==> src/rtl/secuenciador.sv <==
// Next-PC sequencer: PC register, return stack, fixed-priority interrupt vectoring.
// Define SECUENCIADOR_NESTED_INTR_EN to let higher-priority interrupts preempt a running handler.
module secuenciador #(
    parameter int          PC_WIDTH    = 10,
    parameter int          STACK_DEPTH = 8,
    parameter int          N_INTR      = 8,
    parameter int unsigned VEC_BASE    = 'h3E0,
    parameter int unsigned VEC_STRIDE  = 4
) (
    input  logic                               clk,
    input  logic                               reset,
    input  logic                               stall,
    input  logic                               jump,
    input  logic                               call,
    input  logic                               ret,
    input  logic                               reti,
    input  logic [PC_WIDTH-1:0]                target,
    input  logic                               intr_en,
    input  logic [N_INTR-1:0]                  intr,
    output logic [PC_WIDTH-1:0]                pc,
    output logic [N_INTR-1:0]                  intr_ack,
    output logic [N_INTR-1:0]                  in_service,
    output logic [$clog2(STACK_DEPTH+1)-1:0]   sp,
    output logic                               stack_ovf,
    output logic                               stack_unf
);

    localparam int SP_W = $clog2(STACK_DEPTH + 1);
    localparam int AW   = $clog2(STACK_DEPTH);

    logic [PC_WIDTH-1:0] pc_q, pc_d;
    logic [SP_W-1:0]     sp_q, sp_d;
    logic [N_INTR-1:0]   in_service_q, in_service_d;
    logic [N_INTR-1:0]   intr_ack_q, intr_ack_d;
    logic                ovf_q, ovf_d;
    logic                unf_q, unf_d;

    logic [PC_WIDTH-1:0] stack_mem [STACK_DEPTH];
    logic                push_en;
    logic [PC_WIDTH-1:0] push_data;

    logic [PC_WIDTH-1:0] pc_inc;
    logic [PC_WIDTH-1:0] stack_top;
    logic [SP_W-1:0]     top_idx;
    logic                stack_full;
    logic                stack_empty;

    logic [N_INTR-1:0]   elig;
    logic [N_INTR-1:0]   grant;
    logic [PC_WIDTH-1:0] vec_tbl [N_INTR];
    logic [PC_WIDTH-1:0] vec_sel;
    logic                take_intr;

    assign pc_inc      = pc_q + PC_WIDTH'(1);
    assign stack_full  = (sp_q == SP_W'(STACK_DEPTH));
    assign stack_empty = (sp_q == '0);
    assign top_idx     = sp_q - SP_W'(1);
    assign stack_top   = stack_mem[top_idx[AW-1:0]];

    // Per-channel eligibility and vector table.
    for (genvar gi = 0; gi < N_INTR; gi++) begin : g_chan
`ifdef SECUENCIADOR_NESTED_INTR_EN
        assign elig[gi] = intr[gi] & ~(|in_service_q[gi:0]);
`else
        assign elig[gi] = intr[gi] & ~(|in_service_q);
`endif
        assign vec_tbl[gi] = PC_WIDTH'(VEC_BASE + gi * VEC_STRIDE);
    end

    // Isolate the lowest set bit: that is the winning channel.
    assign grant     = elig & (~elig + N_INTR'(1));
    assign take_intr = intr_en & (|elig) & ~stack_full;

    always_comb begin
        vec_sel = '0;
        for (int i = 0; i < N_INTR; i++) begin
            if (grant[i]) begin
                vec_sel = vec_sel | vec_tbl[i];
            end
        end
    end

    always_comb begin
        pc_d         = pc_q;
        sp_d         = sp_q;
        in_service_d = in_service_q;
        intr_ack_d   = '0;
        ovf_d        = ovf_q;
        unf_d        = unf_q;
        push_en      = 1'b0;
        push_data    = pc_inc;
        if (stall) begin
            pc_d = pc_q;
        end else if (take_intr) begin
            // The interrupted instruction is re-executed on return, so push pc itself.
            push_en      = 1'b1;
            push_data    = pc_q;
            sp_d         = sp_q + SP_W'(1);
            pc_d         = vec_sel;
            in_service_d = in_service_q | grant;
            intr_ack_d   = grant;
        end else if (reti || ret) begin
            if (stack_empty) begin
                pc_d  = pc_inc;
                unf_d = 1'b1;
            end else begin
                pc_d = stack_top;
                sp_d = sp_q - SP_W'(1);
            end
            if (reti) begin
                in_service_d = in_service_q & (in_service_q - N_INTR'(1));
            end
        end else if (call) begin
            pc_d = target;
            if (stack_full) begin
                ovf_d = 1'b1;
            end else begin
                push_en = 1'b1;
                sp_d    = sp_q + SP_W'(1);
            end
        end else if (jump) begin
            pc_d = target;
        end else begin
            pc_d = pc_inc;
        end
    end

    always_ff @(posedge clk) begin
        if (reset) begin
            pc_q         <= '0;
            sp_q         <= '0;
            in_service_q <= '0;
            intr_ack_q   <= '0;
            ovf_q        <= 1'b0;
            unf_q        <= 1'b0;
        end else begin
            pc_q         <= pc_d;
            sp_q         <= sp_d;
            in_service_q <= in_service_d;
            intr_ack_q   <= intr_ack_d;
            ovf_q        <= ovf_d;
            unf_q        <= unf_d;
        end
    end

    // Stack contents are not reset.
    always_ff @(posedge clk) begin
        if (!reset && push_en) begin
            stack_mem[sp_q[AW-1:0]] <= push_data;
        end
    end

    assign pc         = pc_q;
    assign sp         = sp_q;
    assign in_service = in_service_q;
    assign intr_ack   = intr_ack_q;
    assign stack_ovf  = ovf_q;
    assign stack_unf  = unf_q;

endmodule

==> config.mk <==
export PLATFORM = sky130hd
export DESIGN_NAME = secuenciador
export DESIGN_NICKNAME = d
export VERILOG_FILES = /design/src/rtl/secuenciador.sv
export SDC_FILE = /design/constraint.sdc
export NUM_CORES = 1
export LEC_CHECK = 0
export CORE_ASPECT_RATIO = 0.75
export CORE_MARGIN = 1.5
export CORE_UTILIZATION = 47
export CTS_CLUSTER_DIAMETER = 30
export DETAILED_ROUTE_END_ITERATION = 6
export GPL_ROUTABILITY_DRIVEN = 0
export PLACE_DENSITY_LB_ADDON = 0.2
export SYNTH_ARGS = -nofsm -noshare
export SYNTH_HDL_FRONTEND = slang
export SYNTH_SLANG_ARGS = --single-unit
==> constraint.sdc <==
create_clock -name clk -period 3.3 [get_ports clk]
set_input_delay 0.33 -clock clk [delete_from_list [all_inputs] [get_ports clk]]
set_output_delay 0.33 -clock clk [all_outputs]
set_load 0.01 [all_outputs]
Word-level counts from Yosys, hierarchy flattened
Memory sizes are Yosys's and may differ from the RTL's. Cells that the tools add are included.

Bits in registers: 32. Memory bits (writable): 80. Bits of input ports: 26. Output and inout bits: 32. Memories: 1.

Add/sub/neg operators: 5. Equal/unequal tests: 3. Multiplexer cells: 30. Bitwise operators: 19. Reduce and logical (&&, ||, !) cells: 14.

Memory list: stack_mem (depth 8, bits a word 10, rd ports 1, clocked after memory_dff 0, write ports 1, line 38) `logic [PC_WIDTH-1:0] stack_mem [STACK_DEPTH];`.

Operators by type and width (count): $mux W10 (15); $mux W8 (3); $mux W4 (5); $and A8 B8 Y8 (2); $reduce_or A8 Y1 (2); $add A10 B1 Y10 const B (1); $and A1 B1 Y1 (10); $add A8 B1 Y8 const B (1); $not A8 Y8 (1); $or A8 B8 Y8 (1); $reduce_and A4 Y1 (2); $sub A8 B1 Y8 const B (1); $mux W1 (7); $not A1 Y1 (5); $reduce_and A5 Y1 (1); $add A4 B1 Y4 const B (1); $eq A4 B4 Y1 const B (1); $logic_not A4 Y1 (1); $reduce_bool A2 Y1 (2); $sub A4 B1 Y4 const B (1); $ne A3 B1 Y1 const B (1); $ne A3 B3 Y1 const B (1); $reduce_and A3 Y1 (1); $reduce_bool A3 Y1 (1); other kinds (4) (4).

Logic depth before layout (Yosys ltp)
Gate-level depths: netlist (run 1).

Depth in word-level cells: 15. Gate-level depth with buffers: 10. Depth with buffers taken out: 7.

Worst setup path after synthesis (run 1)
No wires, ideal clock.

Kind: register to register. From: register sp_q[0] (netlist: sp[0]). To: memory stack_mem[1][0] (enable). Setup time: 0.390 ns. Arrival: 3.090 ns. Required time: 2.910 ns. Setup slack: -0.180 ns. Stages on the path, launching flop included: 10. Path buffers: 2. Clock period less this slack: 3.480 ns. Cell sequence: dfxtp_1 buf_2 buf_1 inv_1 ha_1 and3b_1 a211o_1 o21ai_0 nand3_1 nor3_1.

Longest elaborated chain between the ends: 9. Elaborated cells on any way between the ends: 11.

RTL lines: start, declared (line 32) `logic [SP_W-1:0] sp_q, sp_d;`; start signal, assigned (line 138) `sp_q <= sp_d;`; $eq A4 B4 Y1 (line 55) `assign stack_full = (sp_q == SP_W'(STACK_DEPTH));`; $mux W1 (line 115) `if (stack_full) begin`; $mux W1 (line 113) `end else if (call) begin`; $mux W1 (line 102) `end else if (reti || ret) begin`; $mux W1 (line 94) `end else if (take_intr) begin`; $mux W1 (line 92) `if (stall) begin`; $logic_and A1 B1 Y1 (line 148) `if (!reset && push_en) begin`; $mux W1 (line 148); $mux W1 (not written as such) (line 149) `stack_mem[sp_q[AW-1:0]] <= push_data;`; end, declared (line 38).

Parallel ways exist; a longest one is shown, timed or not.

Final worst setup path (run 1)
From: register sp_q[1] (netlist: sp[1]). To: memory stack_mem[7][4] (data pin).

Longest elaborated chain between the ends: 5.

RTL lines: $eq A4 B4 Y1 (line 55); $not A1 Y1 (line 72) `assign take_intr = intr_en & (|elig) & ~stack_full;`; $and A1 B1 Y1 (line 72); $mux W10 (line 94); $mux W10 (line 92); named net push_data[4] (line 40) `logic [PC_WIDTH-1:0] push_data;`.

The timed path passes the listed nets, and every way through them passes these cells.

==> results.md, run 1 <==
- Status: completed
- Worst R2R Setup Slack: about 0.42 ns
- Vias in the first global route: 3601
- Hold WC Path Type: reg2reg
- First-pass GRT wire length: a little over 20000 µm
- Total length of routed wires: between 10000 and 15000 µm
- WHS Path Cells: 2
- Crit path time final: ~2.9 ns
- Leakage Power: ~0.0021 µW
- Crit Path Category: reg2reg
- Max VDD drop: 0.310 mV
- Post-CTS Repair Setup Buffers: 0
- Crit path required time: ~3.4 ns
- Clock Pin Slew Worst Setup and Hold Paths: around 0.08 ns
- All-Layer GR Usage: approximately a quarter
- Seq. cell area: 3040 µm²
- EDFF count, synth: 80
- IO Pins: 58
- Drt wl/cell: approximately 21 µm
- Post-synthesis compound-gate area fraction: around a tenth
- Clk_skew: roughly 0.0075 ns
- Core Area: 10500 µm²
- RSZ-0062 raised after global routing: no
- Dpl cells: approximately 600
- RR Endpoint: stack_mem[7][4]
- YS warnings: 0
- Pin count of the biggest net entering global routing: 27
- Drt first pass iters: 5
- Hold Path Origin: in_service[6]
- Die width: 123 µm
- Slew margin rel.: 47.8%
- Pwr dens: 558 nW/µm²
- Distinct cells, synth: 55
- Initial core utilization: between 40% and 50%
- Iter 0 DRT Violations: about 390
- CP Launch Type: flip-flop
- Placement Rows: 32
- Simple-gate share of the synthesized area: roughly an eighth
- Adder-cell area share of the yosys netlist: 0.734%
- Critical Path AT: around 3.0 ns
- Largest family of logic cells by synthesized area: simple AND/OR/NAND/NOR gates
- Mapped Cells: 406
- Via Count: approximately 3.8k
- ANT cells: 0
- Clock insertion delay at the later pin of the skew report: 0.36 ns
- Hold_buf cts: 0
- Syn Nets: between 400 and 500
- Worst r2r path cells: 7
- Most used flip-flop cell after synthesis: edfxtp_1
- Post-Syn Area: approximately 5100 µm²
- Endpoints failing setup: 0
- Min-Delay Endpoint: in_service[6]
- Vias per cell: about 6
- DRC: 0
- Crit-path max FO: 10
- Final period util: 87.2%
- CTS H-tree depth: 3
- Seq cells post-synth: approximately 110
- Die boundary height: between 90 and 100 µm
- Post-cts resize count: 0
- # Max-Cap Violations: 0
- Finished Layout Cells: between 600 and 700
- Peak Freq: 0.347 GHz
- DP HPWL: 9510 µm
- Seq/Total Area, Yosys: approximately 60%
- Port buffer count: 57
- Post-Synth XOR/XNOR Area: around 3.3%
- Avg Cell Area, Syn: 12.6 µm²
- Post-DRT Antenna Nets: 0
- Setup TNS: 0 ns
- Clk sink count: approximately 110
- Cts bufs inserted: 9
- P&R area growth vs syn: 21.6%
- Nets: 501
- Clock Tree Buf Depth: 2
- Worst r2r src: sp[1]
- Clock Tree Root: clkbuf_16
- Max-slew violations: 0
- Die area: about 12000 µm²
- Post-synth ARST share: 0%
- Worst slew pin tran: roughly 0.78 ns
- Share of layout cells above drive strength 1: between 10% and 20%
- CTS tree: yes
- Multiplexer area fraction after synthesis: a little under an eighth
- Hold Vio Cnt, Final: 0
- Grt ovf: 0
- Multi-input gate area in the final layout: 1950 µm²
- Fill cells: ~820
- Antenna violations before repair: 0
- Kind of end point of the critical path: flip-flop
stage by stage:
stage	worst slack, ns	instance area, µm²	utilization, %	hold WS, ns	power (µW)
4_1_cts	0.263	6210	59.4	0.490	3470
3_5_place_dp	0.278	5920	56.7	0.478	2430
5_1_grt	0.169	6210	59.5	0.502	3600
2_1_floorplan	0.0800	5120	-	0.406	2150
6_report	0.421	6210	59.5	0.489	3460
3_3_place_gp	0.375	5920	56.7	0.468	2420
report_power, final:
part / switching, µW / internal (µW) / total (µW)
sequential: 61.2 / 1580 / 1640
clock: 533 / 528 / 1060
combinational: 421 / 343 / 764
total: 1020 / 2450 / 3460
Yosys cell counts, types with 3 or more instances:
| library cell | n | area (µm²) |
|---|---|---|
| nand3_1 | 16 | 80.1 |
| nor2_1 | 44 | 165 |
| nor3_1 | 13 | 65.1 |
| nand2_1 | 27 | 101 |
| o21ai_0 | 14 | 70.1 |
| inv_1 | 10 | 37.5 |
| buf_1 | 3 | 11.3 |
| a21oi_1 | 17 | 85.1 |
| mux4_2 | 20 | 450 |
| xor2_1 | 8 | 70.1 |
| ha_1 | 3 | 37.5 |
| xnor2_1 | 11 | 96.3 |
| mux2_2 | 3 | 33.8 |
| dfxtp_1 | 32 | 641 |
| o41ai_1 | 3 | 26.3 |
| a211oi_1 | 4 | 30.0 |
| nor4_1 | 4 | 25.0 |
| clkbuf_1 | 16 | 60.1 |
| o31ai_1 | 7 | 52.6 |
| buf_2 | 3 | 15.0 |
| nor2b_1 | 5 | 31.3 |
| o211ai_1 | 8 | 60.1 |
| a311oi_1 | 5 | 43.8 |
| a31oi_1 | 4 | 25.0 |
| edfxtp_1 | 80 | 2400 |
| mux2i_1 | 8 | 80.1 |
worst max-delay path: stages (launching register included):
cell,delay [ns]
dfxtp_1,0.54
inv_1,0.11
ha_1,0.26
and3b_1,0.23
a211o_1,0.40
nor3_4,0.42
nor2_1,0.13
xnor2_1,0.51
layout make-up:
type	instances	area share [%]
clock buffer	9	3.62
clock inverter	7	0.967
inverter	10	0.604
multi-input combinational	261	31.4
sequential	112	49.0
tap	136	2.74
timing repair buffer	78	11.7
sequential cells by signal, summed over array words and instances (netlist names):
name,flops
intr_ack,8
sp,4
stack_mem,80
pc,10
stack_ovf,1
in_service,8
stack_unf,1
kinds of logic (layout without fill, tap and decap cells):
kind of cell / count (synthesis) / count (layout)
adders and majority gates: 3 / 3
DFF: 112 / 112
AOI/OAI and AO/OA: 77 / 77
buffers and inverters: 33 / 104
xor gates and xnor gates: 19 / 19
muxes: 32 / 32
and+or+nand+nor: 130 / 130
how the worst max path moves through the flow:
stage	startpoint	slack [ns]	endpoint
floorplan	sp[0]	0.08	stack_mem[3][0]
global placement	intr[1]	0.38	stack_mem[4][8]
detailed placement	intr[0]	0.28	stack_mem[6][1]
CTS	sp[1]	0.26	stack_mem[7][4]
global route	sp[1]	0.17	stack_mem[1][4]
finish	sp[1]	0.42	stack_mem[7][4]
placed cells by master, fill, tap and decap left out, types with 4 or more instances in the layout:
cell / instances
a311oi_1: 5
o211ai_1: 8
nand2_1: 27
nor3_1: 11
nor2_1: 44
o31ai_1: 7
mux2i_1: 8
nand3_1: 16
dfxtp_1: 32
inv_1: 10
xnor2_1: 11
clkdlybuf4s50_1: 57
a21oi_1: 17
nor4_1: 4
clkbuf_16: 9
nor2b_1: 5
edfxtp_1: 80
mux4_2: 20
o21ai_0: 14
xor2_1: 8
a31oi_1: 4
a211oi_1: 4
buf_4: 21
layer usage:
layer | track usage [%] | up-vias | routed length, µm
li1 | - | 1684 | -
met1 | 38.6 | 1877 | 6140
met2 | 33.6 | 184 | 5630
met3 | 5.55 | 21 | 1080
met4 | 6.90 | 0 | 218
met5 | 0 | - | 0
Note: power is estimated with default switching activity, not from simulation.
==> run 2: changes to the inputs <==
--- a/config.mk
+++ b/config.mk
@@ -5,6 +5,7 @@
 export SDC_FILE = /design/constraint.sdc
 export NUM_CORES = 1
 export LEC_CHECK = 0
+export ABC_CLOCK_PERIOD_IN_PS = 3300
 export CORE_ASPECT_RATIO = 0.75
 export CORE_MARGIN = 1.5
 export CORE_UTILIZATION = 47
==> results of run 2 <==
Final layout, timing and power as in run 1 (identical DEF).
==> run 3: changes to the inputs <==
--- a/config.mk
+++ b/config.mk
@@ -8,11 +8,10 @@
 export ABC_CLOCK_PERIOD_IN_PS = 3300
 export CORE_ASPECT_RATIO = 0.75
 export CORE_MARGIN = 1.5
-export CORE_UTILIZATION = 47
-export CTS_CLUSTER_DIAMETER = 30
+export CORE_UTILIZATION = 51
 export DETAILED_ROUTE_END_ITERATION = 6
 export GPL_ROUTABILITY_DRIVEN = 0
-export PLACE_DENSITY_LB_ADDON = 0.2
+export PLACE_DENSITY = 0.73
 export SYNTH_ARGS = -nofsm -noshare
 export SYNTH_HDL_FRONTEND = slang
 export SYNTH_SLANG_ARGS = --single-unit
==> run 3 against run 2 <==
  * Count of clock-buffer cells in the layout is 1 higher
  * Wire length fell by 0.50%
  * Largest cell class unchanged
  * Flip-flop and latch count unchanged
==> results.md, run 3 (synthesis results as in run 1) <==
- Hold Vio Cnt, Final: 0
- Grt ovf: 0
- Max-slew violations: 0
- Post-cts resize count: 0
- Clock insertion delay at the later pin of the skew report: about 0.35 ns
- Final period util: 88.4%
- Port buffer count: 57
- ANT cells: 0
- Hold_buf cts: 0
- Iter 0 DRT Violations: between 400 and 500
- Pin count of the biggest net entering global routing: 29
- Critical Path AT: 2.99 ns
- Clock Pin Slew Worst Setup and Hold Paths: 0.08 ns
- Kind of end point of the critical path: flip-flop
- Total length of routed wires: about 13000 µm
- Crit path time final: between 2 and 3 ns
- Max VDD drop: between 0.4 and 0.5 mV
- Antenna violations before repair: 0
- CTS tree: yes
- Setup TNS: 0 ns
- Pwr dens: 560 nW/µm²
- DP Worst Slack: 0.363 ns
- Max reg flops: 80
- Status: completed
- Leakage Power: approximately 0.0021 µW
- Slew margin rel.: roughly two fifths
- Die boundary height: 89.7 µm
- Clk_skew: 0.0126 ns
- Crit Path Category: reg2reg
- Peak Freq: between 0.3 and 0.4 GHz
- DRC: 0
- Die area: 10600 µm²
- RSZ-0062 raised after global routing: no
- Endpoints failing setup: 0
- CTS H-tree depth: 3
- Clock Tree Buf Depth: 2
- Core Area: 9700 µm²
- P&R area growth vs syn: 22.0%
- Nets: 503
- Drt first pass iters: 5
- All-Layer GR Usage: between 20% and 30%
- IO Pins: between 50 and 60
- Placement Rows: 31
- Most frequent cells in the layout: 80 x edfxtp_1, 57 x clkdlybuf4s50_1, 44 x nor2_1
- Die width: 119 µm
- # Max-Cap Violations: 0
- Initial core utilization: 52.7%
- Clk sink count: around 110
- Vias per cell: ~6.2
- Post-CTS Repair Setup Buffers: 0
- First-pass GRT wire length: 19900 µm
- DP HPWL: roughly 9200 µm
- Hold WC Path Type: reg2reg
- Crit-path max FO: 10
- Cts bufs inserted: 9
- Commonest non-fill, non-tap cell in the layout: edfxtp_1
- Clock Tree Root: clkbuf_16
- Via Count: 3782
- CP Launch Type: flip-flop
- Crit path required time: between 3 and 4 ns
- Post-DRT Antenna Nets: 0
- Worst slew pin tran: 0.909 ns
- Drt wl/cell: ~21 µm
- Fill cells: around 760
- Final WS setup: 0.382 ns
- Vias in the first global route: 3536
- Share of layout cells above drive strength 1: between 10 and 15%
## run 3: cell types whose count changed in the layout (fill, tap and decap cells not counted)
| cell | previous run | this run |
|---|---|---|
| clkinv_1 | 0 | 2 |
| clkinvlp_4 | 2 | 0 |
| inv_8 | 2 | 0 |
| inv_6 | 2 | 0 |
| buf_12 | 0 | 1 |
| clkinv_4 | 0 | 2 |
| nor3_4 | 1 | 0 |
| nor3_2 | 2 | 3 |
| buf_4 | 21 | 22 |
| bufinv_16 | 0 | 1 |
| clkbuf_1 | 0 | 1 |
## run 3: final cells by class
type / count / area (µm²) / share of cell area (%)
inverters: 10 / 37.5 / 0.602
flip-flops and latches: 112 / 3040 / 48.8
well taps: 132 / 165 / 2.65
repair buffers: 80 / 756 / 12.1
multi-input cells: 261 / 1940 / 31.2
clock inverters: 6 / 60.1 / 0.963
clock buffers: 10 / 229 / 3.67
## run 3: where the power goes
part / switching [µW] / internal (µW)
registers: 62.1 / 1580
logic: 424 / 356
clock network: 484 / 586
## run 3: per-layer routing
metal	vias to the layer above	GRT usage (%)	wire length (µm)
li1	1690	-	-
met4	0	5.81	98
met2	166	39.9	6040
met1	1915	38.0	5980
met3	11	5.05	887
met5	-	0	0
## run 3: path summary, 6_finish.rpt
| kind | start | endpoint | slack (ns) | cells after the start |
|---|---|---|---|---|
| min | in_service[7] | in_service[7] | 0.48 | 2 |
| max reg2reg | sp[1] | stack_mem[3][3] | 0.38 | 7 |
| min reg2reg | in_service[7] | in_service[7] | 0.48 | 2 |
| max | sp[1] | stack_mem[3][3] | 0.38 | 7 |
## run 3: critical path, stage by stage (launching register included)
cell     delay (ns)
dfxtp_1        0.52
inv_1          0.10
ha_1           0.25
and3b_1        0.23
a211o_1        0.37
nor3_2         0.54
nor2_1         0.13
xor2_1         0.48
## run 3: per-stage QoR
stage          hold WS [ns]  total power, µW  utilization, %  cell area [µm²]  cells
6_report              0.480             3490            64.3             6230    611
3_3_place_gp          0.465             2420            61.3             5940    595
3_5_place_dp          0.468             2440            61.3             5940    595
2_1_floorplan         0.406             2150               -             5120    406
5_1_grt               0.523             3610            64.3             6230    611
4_1_cts               0.478             3490            64.3             6230    611
